### src/rtl/cs_pkg.sv
// Shared definitions for control_sequencer: state encoding, opcode and ALU codes,
// IR field placement. SEQ_MUL_DIV_EN makes mul/div legal opcodes.
package cs_pkg;

  typedef enum logic [2:0] {
    S_IDLE, S_T0, S_T1, S_T2, S_T3, S_T4, S_T5, S_T6
  } state_e;

  localparam int OPC_W = 5;
  localparam int ALU_W = 5;

  localparam logic [OPC_W-1:0] OP_ADD = 5'b00011;
  localparam logic [OPC_W-1:0] OP_SUB = 5'b00100;
  localparam logic [OPC_W-1:0] OP_AND = 5'b01001;
  localparam logic [OPC_W-1:0] OP_OR  = 5'b01010;
  localparam logic [OPC_W-1:0] OP_MUL = 5'b01111;
  localparam logic [OPC_W-1:0] OP_DIV = 5'b10000;

  localparam logic [ALU_W-1:0] ALU_NOP = 5'b00000;
  localparam logic [ALU_W-1:0] ALU_ADD = 5'b00001;
  localparam logic [ALU_W-1:0] ALU_SUB = 5'b00010;
  localparam logic [ALU_W-1:0] ALU_AND = 5'b00100;
  localparam logic [ALU_W-1:0] ALU_OR  = 5'b00101;
  localparam logic [ALU_W-1:0] ALU_MUL = 5'b01000;
  localparam logic [ALU_W-1:0] ALU_DIV = 5'b01001;

  // LSB of register field idx (0=Ra, 1=Rb, 2=Rc), packed directly below the opcode
  function automatic int field_lsb(input int data_w, input int rw, input int idx);
    return data_w - OPC_W - (idx + 1) * rw;
  endfunction

  function automatic logic op_is_muldiv(input logic [OPC_W-1:0] op);
    return (op == OP_MUL) || (op == OP_DIV);
  endfunction

  function automatic logic op_legal(input logic [OPC_W-1:0] op);
    logic ok;
    ok = 1'b0;
    case (op)
      OP_ADD, OP_SUB, OP_AND, OP_OR: ok = 1'b1;
`ifdef SEQ_MUL_DIV_EN
      OP_MUL, OP_DIV:                ok = 1'b1;
`endif
      default:                       ok = 1'b0;
    endcase
    return ok;
  endfunction

  function automatic logic [ALU_W-1:0] alu_sel(input logic [OPC_W-1:0] op);
    logic [ALU_W-1:0] sel;
    sel = ALU_NOP;
    case (op)
      OP_ADD:  sel = ALU_ADD;
      OP_SUB:  sel = ALU_SUB;
      OP_AND:  sel = ALU_AND;
      OP_OR:   sel = ALU_OR;
      OP_MUL:  sel = ALU_MUL;
      OP_DIV:  sel = ALU_DIV;
      default: sel = ALU_NOP;
    endcase
    return sel;
  endfunction

endpackage

### src/rtl/control_sequencer_onehot_decode.sv
// Binary index to one-hot select; all-zero when disabled.
module onehot_decode #(
  parameter int N = 16,
  parameter int W = $clog2(N)
) (
  input  logic [W-1:0] idx_i,
  input  logic         en_i,
  output logic [N-1:0] onehot_o
);

  always_comb begin
    onehot_o = '0;
    if (en_i) onehot_o[idx_i] = 1'b1;
  end

endmodule

### src/rtl/control_sequencer.sv
// Microcoded-style T-state sequencer driving datapath strobes for fetch and ALU ops.
// Define SEQ_MUL_DIV_EN to add the T5/T6 LO/HI writeback path for mul/div.
module control_sequencer
  import cs_pkg::*;
#(
  parameter int DATA_W   = 32,
  parameter int NUM_REGS = 16
) (
  input  logic                Clock,
  input  logic                clr,
  input  logic                run,
  input  logic [DATA_W-1:0]   ir,
  input  logic                mem_ready,
  output logic                PCout,
  output logic                Zlowout,
  output logic                Zhighout,
  output logic                MDRout,
  output logic                MARin,
  output logic                MDRin,
  output logic                PCin,
  output logic                IRin,
  output logic                Yin,
  output logic                Zin,
  output logic                HIin,
  output logic                LOin,
  output logic                IncPC,
  output logic                Read,
  output logic [NUM_REGS-1:0] reg_in,
  output logic [NUM_REGS-1:0] reg_out,
  output logic [ALU_W-1:0]    ALU_select,
  output logic                done,
  output logic                illegal
);

  localparam int RW     = $clog2(NUM_REGS);
  localparam int RA_LSB = field_lsb(DATA_W, RW, 0);
  localparam int RB_LSB = field_lsb(DATA_W, RW, 1);
  localparam int RC_LSB = field_lsb(DATA_W, RW, 2);

  state_e           state_q, state_d;
  logic             wait_q, wait_d;
  logic [OPC_W-1:0] op_q;
  logic [RW-1:0]    ra_q, rb_q, rc_q;
  logic             rin_en, rout_en;
  logic [RW-1:0]    rout_idx;

  always_ff @(posedge Clock) begin
    if (clr) begin
      state_q <= S_IDLE;
      wait_q  <= 1'b0;
    end else begin
      state_q <= state_d;
      wait_q  <= wait_d;
    end
  end

  // Fields are captured as T2 ends; ir must present the fetched instruction by then
  always_ff @(posedge Clock) begin
    if (state_q == S_T2) begin
      op_q <= ir[DATA_W-1 -: OPC_W];
      ra_q <= ir[RA_LSB +: RW];
      rb_q <= ir[RB_LSB +: RW];
      rc_q <= ir[RC_LSB +: RW];
    end
  end

  always_comb begin
    state_d    = state_q;
    wait_d     = 1'b0;
    PCout      = 1'b0;
    Zlowout    = 1'b0;
    Zhighout   = 1'b0;
    MDRout     = 1'b0;
    MARin      = 1'b0;
    MDRin      = 1'b0;
    PCin       = 1'b0;
    IRin       = 1'b0;
    Yin        = 1'b0;
    Zin        = 1'b0;
    HIin       = 1'b0;
    LOin       = 1'b0;
    IncPC      = 1'b0;
    Read       = 1'b0;
    ALU_select = ALU_NOP;
    done       = 1'b0;
    illegal    = 1'b0;
    rin_en     = 1'b0;
    rout_en    = 1'b0;
    rout_idx   = rb_q;
    case (state_q)
      S_IDLE: if (run) state_d = S_T0;
      S_T0: begin
        PCout   = 1'b1;
        MARin   = 1'b1;
        IncPC   = 1'b1;
        Zin     = 1'b1;
        state_d = S_T1;
      end
      S_T1: begin
        // wait_q marks repeat cycles of a memory stall, so PC is loaded only once
        Zlowout = 1'b1;
        Read    = 1'b1;
        MDRin   = 1'b1;
        PCin    = ~wait_q;
        if (mem_ready) state_d = S_T2;
        else           wait_d  = 1'b1;
      end
      S_T2: begin
        MDRout  = 1'b1;
        IRin    = 1'b1;
        state_d = S_T3;
      end
      S_T3: begin
        if (!op_legal(op_q)) begin
          illegal = 1'b1;
          state_d = S_IDLE;
        end else begin
          rout_en = 1'b1;
          Yin     = 1'b1;
          state_d = S_T4;
        end
      end
      S_T4: begin
        rout_en    = 1'b1;
        rout_idx   = rc_q;
        Zin        = 1'b1;
        ALU_select = alu_sel(op_q);
        state_d    = S_T5;
      end
      S_T5: begin
        Zlowout = 1'b1;
`ifdef SEQ_MUL_DIV_EN
        if (op_is_muldiv(op_q)) begin
          LOin    = 1'b1;
          state_d = S_T6;
        end else
`endif
        begin
          rin_en  = 1'b1;
          done    = 1'b1;
          state_d = run ? S_T0 : S_IDLE;
        end
      end
      S_T6: begin
`ifdef SEQ_MUL_DIV_EN
        Zhighout = 1'b1;
        HIin     = 1'b1;
        done     = 1'b1;
        state_d  = run ? S_T0 : S_IDLE;
`else
        state_d  = S_IDLE;
`endif
      end
      default: state_d = S_IDLE;
    endcase
  end

  onehot_decode #(.N(NUM_REGS), .W(RW)) u_reg_in_dec (
    .idx_i    (ra_q),
    .en_i     (rin_en),
    .onehot_o (reg_in)
  );

  onehot_decode #(.N(NUM_REGS), .W(RW)) u_reg_out_dec (
    .idx_i    (rout_idx),
    .en_i     (rout_en),
    .onehot_o (reg_out)
  );

endmodule

### config.mk
export PLATFORM = sky130hd
export DESIGN_NAME = control_sequencer
export DESIGN_NICKNAME = d
export VERILOG_FILES = /design/src/rtl/cs_pkg.sv /design/src/rtl/control_sequencer_onehot_decode.sv /design/src/rtl/control_sequencer.sv
export SDC_FILE = /design/constraint.sdc
export NUM_CORES = 1
export LEC_CHECK = 0
export BUFFER_PORTS_ARGS = -buffer_cell sky130_fd_sc_hd__buf_4
export CAP_MARGIN = 10
export CORE_ASPECT_RATIO = 1.25
export CORE_UTILIZATION = 35
export CTS_CLUSTER_DIAMETER = 100
export CTS_CLUSTER_SIZE = 24
export DETAILED_ROUTE_END_ITERATION = 10
export GPL_ROUTABILITY_DRIVEN = 1
export GPL_TIMING_DRIVEN = 0
export PLACE_DENSITY = 0.74
export SETUP_SLACK_MARGIN = 0.5
export SLEW_MARGIN = 20
export SYNTH_ARGS = -nofsm -noshare
export SYNTH_HDL_FRONTEND = slang
export SYNTH_SLANG_ARGS = --single-unit
### constraint.sdc
create_clock -name Clock -period 2.33 [get_ports Clock]
set_clock_uncertainty 0.1 [all_clocks]
set_input_delay 0.3495 -clock Clock [delete_from_list [all_inputs] [get_ports Clock]]
set_output_delay 0.3495 -clock Clock [all_outputs]
set_load 0.02 [all_outputs]
Yosys cells after proc, flatten, opt, wreduce, memory -nomap -nowiden. Cells that the tools add are included.

Order comparisons: 4. Equal/unequal tests: 15. Multiplexer cells: 29. Bitwise operators: 2. Reductions and logical operators: 8.

Operators by type and width (number): $mux 16 (2); $pmux 3 s8 (1); $pmux 4 s6 (1); $mux 1 (17); $eq 5x4->1 const B (3); $eq 3x3->1 const B (4); $lt 4x5->1 const B (2); $mux 3 (3); $demux 1 s4 (2); $ge 4x1->1 const B (2); $mux 4 (2); $eq 3x2->1 const B (2); $reduce_or 2->1 (3); $eq 5x2->1 const B (1); $eq 5x3->1 const B (1); $eq 5x5->1 const B (1); $ne 2x2->1 const B (2); $reduce_or 4->1 (1); $eq 3x1->1 const B (1); $logic_not 3->1 (1); $logic_and 1x1->1 (2); $not 1->1 (2); $pmux 1 s2 (1); $reduce_and 2->1 (1).

Bits in registers: 21. Output and inout port bits: 53.

Longest topological paths before layout. Gate-level depths: netlist of run 1.

Word-level depth: 7. Mapped depth: 5. Mapped depth without buffers: 4.

Hierarchy. Synthesis of run 1 repeated with hierarchy kept, for this count alone.

Cells, all modules: 133. Area, all modules: 1258.7 um^2.

By module, submodules not included: control_sequencer (instances 1, cells an instance 87, area an instance 1023.5 um^2, sequential area each 590.6 um^2); onehot_decode (instances 2, cells an instance 23, area an instance 117.6 um^2, sequential area each 0.0 um^2).

Worst setup path before layout of run 1. No wires, ideal clock.

Kind: reg-to-output. Start point: register state_q[2]. End point: output reg_out[12]. Arrival: 1.586 ns. Path slack: 0.294 ns. Cell stages (with the launch flop): 6. Path buffers: 1. Path through: dfxtp_1 -> or3b_1 -> buf_2 -> nor3b_2 -> o211ai_1 -> a21oi_1.

Cells in the longest elaborated chain, start to end: 7. Elaborated cells between the ends (all ways): 10. Classes of those cells: 2 x order compare; 2 x eq/ne; 5 x mux; 1 x reduce/logical.

RTL lines: from (decl) (RTL line control_sequencer.sv:40) `state_e state_q, state_d;`; from (signal assigned) (RTL line control_sequencer.sv:52) `state_q <= state_d;`; $eq 3x3->1 (RTL line control_sequencer.sv:90) `case (state_q)`; $mux 4 (RTL line control_sequencer.sv:90); $lt 4x5->1 (not written as such) / $ge 4x1->1 (equally long branches) (RTL line control_sequencer_onehot_decode.sv:13) `if (en_i) onehot_o[idx_i] = 1'b1;`; $logic_and 1x1->1 (not written as such) (RTL line control_sequencer_onehot_decode.sv:13); $mux 1 (not written as such) (RTL line control_sequencer_onehot_decode.sv:13); $demux 1 s4; $mux 16 (*) (RTL line control_sequencer_onehot_decode.sv:13); to (decl) (RTL line control_sequencer.sv:29) `output logic [NUM_REGS-1:0] reg_out,`.

Every way passes the cells marked *; elsewhere a longest branch is shown, timed or not.

Final worst setup path of run 1.
Start point: register op_q[3]. End point: output reg_out[13].

Cells in the longest elaborated chain, start to end: 7. Elaborated cells between the ends (all ways): 10. Classes of those cells: 4 x eq/ne; 5 x mux; 1 x reduce/logical.

RTL lines: from (decl) (RTL line control_sequencer.sv:42) `logic [OPC_W-1:0] op_q;`; from (signal assigned) (RTL line control_sequencer.sv:60) `op_q <= ir[DATA_W-1 -: OPC_W];`; $eq 5x4->1 (tied with other cells) (RTL line cs_pkg.sv:39) `case (op)`; $reduce_or 4->1 (*) (RTL line cs_pkg.sv:39); $mux 1 (*) (RTL line cs_pkg.sv:39); $mux 1 (*) (RTL line control_sequencer.sv:90); $mux 1 (*) (RTL line control_sequencer.sv:114) `if (!op_legal(op_q)) begin`; $pmux 1 s2 (*) (RTL line control_sequencer.sv:90); $mux 16 (*) (RTL line control_sequencer_onehot_decode.sv:13).

Every way passes the cells marked *; elsewhere a longest branch is shown, timed or not. The select of a mux whose other input is x is not followed.

==> results of run 1 <==
==> registers in the layout, summed over array words and instances (netlist names) <==
name     cells
op_q         5
ra_q         4
rb_q         4
rc_q         4
state_q      3
wait_q       1
==> worst max-delay path, delay by kind of cell, from the launching register on <==
| family | cells | cell delay, ps |
|---|---|---|
| AOI/OAI and AO/OA | 3 | 610 |
| buffers and inverters | 3 | 550 |
| DFF | 1 | 490 |
==> what timing repair did <==
| action | in CTS | in global routing |
|---|---|---|
| cloned | 0 | 0 |
| buffers inserted | 11 | 5 |
| endpoints found under the setup margin | 37 | 43 |
| pin swaps | 11 | 16 |
| resized for setup | 20 | 89 |
==> through the flow <==
stage	instances	instance area, sq um	setup slack, ps	TNS (ps)
3_3_place_gp	247	1900	223	0
5_1_grt	267	2500	-93.9	-871
4_1_cts	262	2100	23.6	0
6_report	267	2500	-26.8	-121
3_5_place_dp	247	1900	143	0
2_1_floorplan	141	1340	396	0
==> worst min path at each step <==
| stage | cells past startpoint | end |
|---|---|---|
| after CTS | 1 | op_q[1]$_DFFE_PP_ |
| after floorplan | 1 | state_q[1]$_SDFFE_PP0P_ |
| after detailed placement | 1 | state_q[0]$_SDFFE_PP0P_ |
| final | 2 | wait_q$_SDFF_PP0_ |
| after global routing | 1 | ra_q[1]$_DFFE_PP_ |
| after global placement | 1 | state_q[0]$_SDFFE_PP0P_ |
==> cells in the mapped netlist, drive strengths merged, types with 3 or more instances <==
master  instances  area share (%)
dfxtp           4             6.4
mux2i           3             2.4
o211ai          3             1.8
nand2          11             3.3
nand2b          5             2.5
nor2           24             7.2
inv             6             1.8
nor3            7             2.8
o21ai           3             1.2
nand3b          3             1.8
edfxtp         17              41
a21oi          18             7.2
buf             9             5.2
nand3           3             1.2
nor3b           3             2.6
==> per-layer routing <==
layer / GRT usage (%) / up-vias
met5: 0 / -
met4: 9.69 / 0
met3: 3.54 / 9
met2: 35.2 / 58
met1: 20.5 / 689
li1: - / 673
==> cell families (layout without fill, tap and decap cells) <==
kind of cell	after synthesis	count (layout)
other	1	4
multiplexers	3	3
AO/OA/AOI/OAI	29	29
AND/OR/NAND/NOR	66	66
flip-flops	21	21
XOR/XNOR	2	2
buffers and inverters	16	105
==> area by class of cell <==
class	count	area [sq um]	area share, %
clock buffer	3	41.3	1.65
tap	37	46.3	1.85
buffer	10	80.1	3.21
inverter	6	31.3	1.25
multi-input combinational	104	937	37.5
timing repair buffer	85	754	30.2
clock inverter	1	5.00	0.200
sequential	21	602	24.1
==> power breakdown <==
group          internal (mW)  switching, mW  total (mW)
logic                 0.0701         0.0705       0.141
clock network          0.119          0.121       0.240
registers              0.414         0.0116       0.426
total                  0.603          0.203       0.806
==> reports/results.tsv, run 1 <==
stage	metric	value	unit
worst_setup_path	cp_data_arrival_time	1910	ps
die	fp.dieArea	0.00380	sq mm
sta	fin_crit	2360	ps
final_layout	finalCoreUtilization	75.5	%
placement	portBuffers	69	
synthesis	synthXorXnorAreaFrac	1.41	%
route	num_vias	1429	
synthesis	ys_seq_elements	21	
outcome	status	finished with violations	
final_layout	diodes	0	
sta	period_share	101	%
synthesis	netlist_area	0.00124	sq mm
die	rows	23	
route	dr_wl_met2	2490	microns
route	drtIter0Drc	59	
clock_tree	cts_buffer_depth	2	
synthesis	yosysSeqAreaShare	47.4	%
placement	globalplace.congestion	0.812	
synthesis	synth_area_per_cell	9.02	sq um
worst_setup_path	cpMostUsedCell	buf_4	
die	ioPinCount	89	
global_routing	grt_pass1_wl	5380	microns
worst_setup_path	path_class	reg -> out	
synthesis	syn-instance-count	138	
sta	worst_hold_slack	159	ps
synthesis	ys.flop_type	edfxtp_1	
worst_setup_path	regToRegEndpoint	state_q[0]$_SDFFE_PP0P_	
die	die_h	68.7	microns
sta	setup_ws	-26.8	ps
global_routing	grt_pass1_vias	1171	
synthesis	synthMuxAreaShare	2.41	%
route	topRoutingLayerUsed	met4	
worst_setup_path	rr_worst_depth	4	
worst_setup_path	required	1880	ps
global_routing	antenna_found_initial	0	
route	drt-met1-wl	1750	microns
global_routing	overflow	0	
clock_tree	cts_tree	built	
route	routed_wl	4490	microns
worst_setup_path	cp_slowest_stage_delay	490	ps
worst_setup_path	r2r_start	op_q[3]$_DFFE_PP_	
final_layout	layout-drive-gt1-share	72.6	%
die	start_util	37.6	%
placement	dp_hpwl	2610	microns
clock_tree	numCtsBuffers	3	
final_layout	final_common_cell	buf_4	
synthesis	ys.warnings.count	0	
final_layout	area_growth	101	%
worst_setup_path	crit_fanout	6	
job	maxCapViolCount	0	
final_layout	fillers	208	
worst_setup_path	crit_path_end	reg_out[13]	
synthesis	synth_compound_area_share	13.5	%
clock_tree	clock_latency	260	ps
worst_hold_path	holdCritStartpoint	mem_ready	
route	via_per_inst	5.35	
die	die_w	55.3	microns
clock_tree	htreeDepth	1	
sta	setup_viol	7	
clock_tree	hold_buffers	0	
sta	fmax	424	MHz
synthesis	synth_edf_count	17	
worst_setup_path	crit_chain	buf_4 > a32o_2 > o211ai_1 > buf_4 > a21oi_4 > buf_6	
route	wl_met3	179	microns
worst_setup_path	end_kind	output port	
synthesis	synth_adder_area_share	0	%
clock_tree	clk_transition_reported_paths	80	ps
clock_tree	root_buffer	clkbuf_8	
synthesis	synth_top_family_by_area	simple AND/OR/NAND/NOR gates	
global_routing	track_usage	18.8	%
worst_setup_path	reg2reg_slack	740	ps
synthesis	yosys.area_share.simple	27.6	%
route	dr.pass1.iters	4	
route	wl_per_cell	16.8	microns
sta	slew_viol_final	0	
pwr	vdd_drop_max	0.649	mV
pwr	power_leakage	0.987	nW
pwr	power_density	323	mW/mm^2
route	drcViolationCount	0	
outcome	violations	setup timing	
worst_setup_path	critPathLaunch	op_q[3]$_DFFE_PP_	
final_layout	layout.nets	267	
worst_hold_path	hold_path_class	in -> reg	
sta	rsz0062_at_grt	true	
synthesis	ys_async_sr_fraction	0	%
sta	finalHoldViolations	0	
die	fp.coreArea	0.00331	sq mm
clock_tree	cts.sinks	21	
worst_setup_path	crit_path_top_delay_cell	edfxtp_1	
route	detail-route-antenna-nets	0	
synthesis	synth_cell_type_count	35	
worst_setup_path	cp-start-kind	register	
final_layout	layout.cells.most_common_list	61 x buf_4, 33 x buf_6, 17 x edfxtp_1, 13 x nor2_4, 11 x a21oi_2	
pwr	finalPower	0.806	mW
global_routing	grt_max_degree	21	
Power figures use the tool's default switching activity.
==> inputs of run 2 (changes only) <==
RECOVER_POWER = 25   (was unset)
==> reports/results.tsv, run 2 (same netlist as run 1, synthesis figures left out) <==
stage	metric	value	unit
route	via_per_inst	5.31	
clock_tree	cts_buffer_depth	2	
sta	period_share	101	%
pwr	finalPower	0.804	mW
global_routing	grt_pass1_wl	5380	microns
die	die_w	55.3	microns
job	maxCapViolCount	0	
sta	setup_ws	-24.2	ps
clock_tree	clock_latency	260	ps
worst_setup_path	end_kind	output port	
final_layout	layout.nets	267	
worst_setup_path	crit_fanout	6	
final_layout	final_cells	267	
die	rows	23	
route	detail-route-antenna-nets	0	
clock_tree	cts_tree	built	
pwr	power_density	322	mW/mm^2
final_layout	multi_input_area	937	sq um
placement	dp_slack	143	ps
global_routing	track_usage	18.8	%
die	fp.dieArea	0.00380	sq mm
global_routing	antenna_found_initial	0	
final_layout	area_growth	101	%
final_layout	layout.cells.most_common_list	44 x buf_4, 33 x buf_6, 17 x clkbuf_4, 17 x edfxtp_1, 13 x nor2_4	
route	drcViolationCount	0	
clock_tree	htreeDepth	1	
outcome	status	finished with violations	
pwr	power_leakage	0.983	nW
placement	portBuffers	69	
placement	dp_hpwl	2610	microns
worst_setup_path	cp_data_arrival_time	1900	ps
worst_hold_path	hold_path_class	in -> reg	
sta	fin_crit	2350	ps
final_layout	largest_register_ffs	5	
final_layout	regArea	602	sq um
placement	placed_cells	247	
final_layout	regMostFlops	op_q	
worst_setup_path	required	1880	ps
route	routed_wl	4490	microns
pwr	vdd_drop_max	0.649	mV
final_layout	final_common_cell	buf_4	
die	start_util	37.6	%
final_layout	fillers	208	
sta	slew_viol_final	0	
outcome	violations	setup timing	
clock_tree	clk_transition_reported_paths	80	ps
die	ioPinCount	89	
die	die_h	68.7	microns
final_layout	finalCoreUtilization	75.5	%
sta	finalHoldViolations	0	
global_routing	grt_max_degree	21	
route	drtIter0Drc	65	
clock_tree	cts.sinks	21	
route	wl_per_cell	16.8	microns
final_layout	diodes	0	
sta	rsz0062_at_grt	true	
sta	setup_viol	7	
clock_tree	numCtsBuffers	3	
worst_setup_path	cp-start-kind	register	
global_routing	overflow	0	
die	fp.coreArea	0.00331	sq mm
final_layout	fin_area	0.00250	sq mm
global_routing	grt_pass1_vias	1171	
placement	dpl_cell_area	0.00190	sq mm
sta	fmax	425	MHz
worst_setup_path	path_class	reg -> out	
clock_tree	root_buffer	clkbuf_8	
route	dr.pass1.iters	4	
placement	globalplace.congestion	0.812	
route	num_vias	1418	
final_layout	layout-drive-gt1-share	72.6	%
## run 2: where the power goes
part           switching [mW]  internal (mW)  leakage [nW]  total (mW)
Clock                   0.120          0.119        0.0255       0.239
Sequential             0.0116          0.414         0.188       0.426
Combinational          0.0706         0.0686         0.769       0.139
## run 2: repair_timing
item | CTS | global route
hold buffers | 0 | 0
gates resized for setup | 20 | 89
buffers inserted | 11 | 5
setup endpoints to repair | 37 | 43
pin swaps | 11 | 16
## run 2: critical path: stages (launching register included)
cell,delay [ps]
edfxtp_1,490
buf_4,200
a32o_2,330
o211ai_1,210
buf_4,210
a21oi_4,70
buf_6,140
## run 2: metal layers
layer / track usage [%] / routed length [microns]
met2: 35.2 / 2500
met5: 0 / 0
met4: 9.69 / 64
met1: 20.5 / 1720
met3: 3.54 / 212
## run 2: layout make-up
type | count | share of cell area (%)
inverters | 6 | 1.25
clock buffers | 3 | 1.65
repair buffers | 85 | 30.2
flip-flops and latches | 21 | 24.1
plain buffers | 10 | 3.21
well taps | 37 | 1.85
multi-input cells | 104 | 37.5
clock inverters | 1 | 0.200
## run 2: per-stage QoR
step           TNS (ps)  hold slack (ps)
3_3_place_gp          0              385
2_1_floorplan         0              311
4_1_cts               0              153
5_1_grt            -871              159
3_5_place_dp          0              399
6_report           -103              160
## run 2: path summary, 6_finish.rpt
kind                                               from                      end  slack, ps  cells past startpoint
worst min register to register  state_q[2]$_SDFFE_PP0P_  state_q[0]$_SDFFE_PP0P_        380                      1
worst max register to register        op_q[3]$_DFFE_PP_  state_q[0]$_SDFFE_PP0P_        740                      4
worst min-delay path                          mem_ready        wait_q$_SDFF_PP0_        160                      2
worst max-delay path                  op_q[3]$_DFFE_PP_              reg_out[13]        -20                      6
